==> src/rtl/uart_pkg.sv <==
// Shared UART definitions: FSM states, frame width and
// the bit-period helper shared with the transmitter.
package uart_pkg;

  localparam int DATA_BITS = 8;

  typedef enum logic [2:0] {
    IDLE,
    START,
    DATA,
    STOP,
    WAIT_HIGH
  } uart_state_t;

  function automatic int clks_per_bit(
    input int clk_freq,
    input int baud
  );
    return clk_freq / baud;
  endfunction

endpackage

==> src/rtl/bit_sync.sv <==
// Two-flop synchronizer for one asynchronous input,
// with a selectable reset level.
module bit_sync #(
  parameter logic RST_VAL = 1'b1
) (
  input  logic clk,
  input  logic rst_n,
  input  logic d,
  output logic q
);

  logic meta;

  // Two-stage capture of the async input.
  always_ff @(posedge clk or negedge rst_n) begin
    if (!rst_n) begin
      meta <= RST_VAL;
      q    <= RST_VAL;
    end else begin
      meta <= d;
      q    <= meta;
    end
  end

endmodule

==> src/rtl/uart_rx.sv <==
// 8N1 serial receiver, mid-bit sampling, bytes handed
// out on a registered valid/ready holding register.
module uart_rx
  import uart_pkg::*;
#(
  parameter int CLK_FREQ = 100000000,
  parameter int BAUD     = 1000000
) (
  input  logic                 clk,
  input  logic                 rst_n,
  input  logic                 rx,
  output logic [DATA_BITS-1:0] data,
  output logic                 valid,
  input  logic                 ready,
  output logic                 frame_err,
  output logic                 overrun
);

  localparam int CPB  = clks_per_bit(CLK_FREQ, BAUD);
  localparam int CW   = $clog2(CPB);
  localparam int HALF = CPB / 2;

  if (CPB < 4) begin : g_cpb_check
    $error("uart_rx: CLKS_PER_BIT must be >= 4");
  end

  uart_state_t          state, state_n;
  logic [CW-1:0]        cnt, cnt_n;
  logic [2:0]           bit_idx, bit_n;
  logic [DATA_BITS-1:0] shreg, sh_n;
  logic [DATA_BITS-1:0] data_n;
  logic                 valid_n;
  logic                 ferr_n;
  logic                 ovr_n;
  logic                 deliver;
  logic                 rs;

  bit_sync #(
    .RST_VAL (1'b1)
  ) u_sync (
    .clk   (clk),
    .rst_n (rst_n),
    .d     (rx),
    .q     (rs)
  );

  // State, counters and registered outputs.
  always_ff @(posedge clk or negedge rst_n) begin
    if (!rst_n) begin
      state     <= IDLE;
      cnt       <= '0;
      bit_idx   <= '0;
      shreg     <= '0;
      data      <= '0;
      valid     <= 1'b0;
      frame_err <= 1'b0;
      overrun   <= 1'b0;
    end else begin
      state     <= state_n;
      cnt       <= cnt_n;
      bit_idx   <= bit_n;
      shreg     <= sh_n;
      data      <= data_n;
      valid     <= valid_n;
      frame_err <= ferr_n;
      overrun   <= ovr_n;
    end
  end

  // Frame sequencing and bit sampling.
  always_comb begin
    state_n = state;
    cnt_n   = cnt;
    bit_n   = bit_idx;
    sh_n    = shreg;
    deliver = 1'b0;
    ferr_n  = 1'b0;
    unique case (state)
      IDLE: begin
        if (!rs) begin
          state_n = START;
          cnt_n   = '0;
        end
      end
      START: begin
        if (cnt == CW'(HALF - 1)) begin
          cnt_n   = '0;
          bit_n   = '0;
          state_n = rs ? IDLE : DATA;
        end else begin
          cnt_n = cnt + CW'(1);
        end
      end
      DATA: begin
        if (cnt == CW'(CPB - 1)) begin
          cnt_n = '0;
          sh_n  = {rs, shreg[DATA_BITS-1:1]};
          bit_n = bit_idx + 3'd1;
          if (bit_idx == 3'(DATA_BITS - 1))
            state_n = STOP;
        end else begin
          cnt_n = cnt + CW'(1);
        end
      end
      STOP: begin
        if (cnt == CW'(CPB - 1)) begin
          cnt_n = '0;
          if (rs) begin
            deliver = 1'b1;
            state_n = IDLE;
          end else begin
            ferr_n  = 1'b1;
            state_n = WAIT_HIGH;
          end
        end else begin
          cnt_n = cnt + CW'(1);
        end
      end
      WAIT_HIGH: begin
        if (rs)
          state_n = IDLE;
      end
      default: state_n = IDLE;
    endcase
  end

  // Holding register: consume, load, or flag overrun.
  always_comb begin
    data_n  = data;
    valid_n = valid & ~ready;
    ovr_n   = 1'b0;
    if (deliver) begin
      if (valid && !ready) begin
        ovr_n = 1'b1;
      end else begin
        data_n  = shreg;
        valid_n = 1'b1;
      end
    end
  end

endmodule

==> config.mk <==
export PLATFORM = sky130hd
export DESIGN_NAME = uart_rx
export DESIGN_NICKNAME = d
export VERILOG_FILES = /design/src/rtl/uart_pkg.sv /design/src/rtl/bit_sync.sv /design/src/rtl/uart_rx.sv
export SDC_FILE = /design/constraint.sdc
export NUM_CORES = 1
export LEC_CHECK = 0
export CORE_MARGIN = 2
export CORE_UTILIZATION = 53
export CTS_CLUSTER_SIZE = 25
export DETAILED_ROUTE_END_ITERATION = 12
export HOLD_SLACK_MARGIN = 0.03
export MAX_ROUTING_LAYER = met4
export PLACE_DENSITY = 0.74
export SLEW_MARGIN = 10
export SYNTH_ARGS = -nofsm -noshare
export SYNTH_HDL_FRONTEND = slang
export SYNTH_HIERARCHICAL = 1
export SYNTH_SLANG_ARGS = --single-unit
==> constraint.sdc <==
create_clock -name clk -period 2.1 [get_ports clk]
set_clock_uncertainty 0.05 [all_clocks]
set_input_delay 0.315 -clock clk [delete_from_list [all_inputs] [get_ports clk]]
set_output_delay 0.315 -clock clk [all_outputs]
set_load 0.05 [all_outputs]
==> flow_metrics.tcl <==
set metrics [dict create \
    final_layout_size_suffix_gt1_share_pct 28.4 \
    pwr_density_cell_mw_per_mm2 536 \
    hold_ws_ns 0.311 \
    worst-path-buf-inv 0 \
    cts_setup_buffers 0 \
    leakagePower_nw 0.878 \
    swShare_pct 22.3 \
    layout_common_cells "32 x dfrtp_1, 16 x mux2_4, 14 x clkdlybuf4s50_1" \
    endpoint_kind "flip-flop" \
    numClockSinks 34 \
    synthCells 128 \
    cts_buffers 5 \
    cp.required_ns 2.26 \
    slew_violations 0 \
    pwr-share-seq_pct 64.7 \
    ys_warn_count 6 \
    dieHeight_microns 59.6 \
    clock-root-buffer "clkbuf_4" \
    synth.distinct_cells 38 \
    area_growth_pct 16.2 \
    peakVddDrop_v 0.000402 \
    dieArea_sq_mm 0.00355 \
    wl_mm 2.90 \
    power.internal_mw 0.793 \
    status "complete, no violations" \
    ys_seq_area_share_pct 52.1 \
    cts_resized 1 \
    nets 162 \
    wl_per_cell_microns 15.4 \
    setup_violations 0 \
    p_comb_share_pct 1.9 \
    cp_slowest_stage_delay_ns 0.42 \
    portBuffers 14 \
    start_kind "flip-flop" \
    rsz0062_at_grt "false" \
    syn_area_sq_mm 0.00164 \
    relSlewSlack_pct 66.3 \
    avgSynthCellArea_sq_um 12.8 \
    grt_pass1_wl_mm 4.73 \
    place.gp.congestion 0.877 \
    clkTransAtPathRegs_ns 0.10 \
    stdcell_area_sq_mm 0.00190 \
    drtIter0Drc 23 \
    switchingPower_mw 0.228 \
    diodes 0 \
    dp_cells 180 \
    cap_violations 0 \
    cts_max_level 2 \
    hold_class "reg2reg" \
    core_sq_mm 0.00300 \
    hold_violations 0 \
    die_x_microns 59.6 \
    initial_core_util_pct 54.5 \
    pin_count 15 \
    drc 0 \
    ys_ff_latch 34 \
    ys.flop_type "dfrtp_1" \
    layout_commonest_cell "dfrtp_1" \
    cts_hold_buf 0 \
    finalPower_mw 1.02 \
    finalWorstSetupSlack_ns 0.142 \
    gr-usage-all-layers_pct 19.1 \
    syn_nets 136 \
    stdcell_count 188 \
    ant_nets 0 \
    insertion_delay_ns 0.33 \
    pre_cts_ws_ns -0.0147 \
    tightest_slew_ns 0.504 \
    antenna_found_initial 0 \
    ys_async_sr_fraction_pct 100 \
    dr_total_vias 1030 \
    path_cells "ha_1 > and3b_1 > and4_1 > and3_2 > mux2_4" \
    first_global_vias 988 \
    viasPerCell 5.48 \
    first_pass_iters 4 \
    hpwl_mm 2.06 \
    clockBufferDepth 2 \
    period_needed_ns 1.96 \
    grt_max_degree 35 \
    worstPathMaxFanout 8 \
    critical-path-top-delay-family "simple AND/OR/NAND/NOR gates" \
    synth_edf_count 0 \
    cp.arrival_ns 2.12 \
    cts_tree "done" \
    place_area_sq_mm 0.00185 \
    timing.fmax_ghz 0.511 \
    pwr-share-clk_pct 33.4 \
    overflow 0 \
    row_count 20 \
    crit_slowest_cell "dfrtp_1" \
    period_share_pct 93.2 \
    crit_type "reg2reg" \
]
-- layout make-up --
class,count,area (sq um)
Multi-Input combinational cell,88,738
Sequential cell,34,853
Inverter,1,3.75
Tap cell,33,41.3
Clock buffer,6,41.3
Timing Repair Buffer,24,215
Clock inverter,2,10.0
Fill cell,229,1100
-- cell usage after synthesis, types with 2 or more instances --
library cell / instances / area, sq um
dfrtp_1: 32 / 801
mux2_4: 16 / 240
nor2_1: 13 / 48.8
nand2_1: 8 / 30.0
xnor2_1: 5 / 43.8
ha_1: 4 / 50.1
nand3_1: 4 / 20.0
o21ai_0: 4 / 20.0
nand4b_1: 3 / 26.3
nor2b_1: 3 / 18.8
a311oi_1: 2 / 17.5
and3b_1: 2 / 17.5
clkbuf_1: 2 / 7.51
dfstp_2: 2 / 52.6
nor3_1: 2 / 10.0
nor3b_1: 2 / 15.0
o211ai_1: 2 / 15.0
o31ai_1: 2 / 15.0
-- registers in the layout, indices dropped and copies added, names as in the netlist --
signal       count
data             8
shreg            8
cnt              7
bit_idx          3
state            3
frame_err        1
overrun          1
u_sync/meta      1
u_sync/q         1
valid            1
-- metrics by stage --
step,utilization (%),TNS (ns)
after floorplan,-,0
after global placement,61.6,0
after detailed placement,61.6,-0.0416
after CTS,63.4,0
after global routing,63.4,0
final,63.4,0
-- power groups by stage --
stage	logic, mW	registers [mW]	clock network [mW]
after floorplan	0.00142	0.672	0
after global placement	0.0206	0.673	0
after detailed placement	0.0210	0.673	0
after CTS	0.0212	0.660	0.359
after global routing	0.0237	0.661	0.377
final	0.0199	0.660	0.340
-- kinds of logic (layout without fill, tap and decap cells) --
| group | after synthesis | after routing | synth area share, % |
|---|---|---|---|
| flops | 34 | 34 | 52.1 |
| xor+xnor | 5 | 5 | 2.67 |
| mux | 17 | 17 | 15.4 |
| buf+inv | 6 | 33 | 2.90 |
| compound gates | 16 | 16 | 7.41 |
| fa+ha+maj | 4 | 4 | 3.06 |
| simple gates | 46 | 46 | 16.5 |
-- per-layer routing --
layer  vias up  global-route usage, %  wire length [microns]  share of wire, %
li1        512                      -                      -                 -
met1       496                   25.5                   1410                49
met2        15                   27.9                   1360                47
met3         7                   4.59                     77               2.7
met4         0                   7.62                     49               1.7
met5         -                      -                      0                 0
-- worst paths after layout --
kind	from	end	slack, ns	depth (start not counted)
setup / recovery	cnt[0]$_DFFE_PN0P_	data[0]$_DFFE_PN0P_	0.14	5
hold / removal	u_sync/meta$_DFF_PN1_	u_sync/q$_DFF_PN1_	0.31	0
setup reg to reg	cnt[0]$_DFFE_PN0P_	data[0]$_DFFE_PN0P_	0.14	5
hold reg to reg	u_sync/meta$_DFF_PN1_	u_sync/q$_DFF_PN1_	0.31	0
max in group asynchronous	rst_n	u_sync/meta$_DFF_PN1_	1.34	2
min in group asynchronous	rst_n	overrun$_DFF_PN0_	0.33	2
No activity file was read; power rests on OpenSTA's default activity.
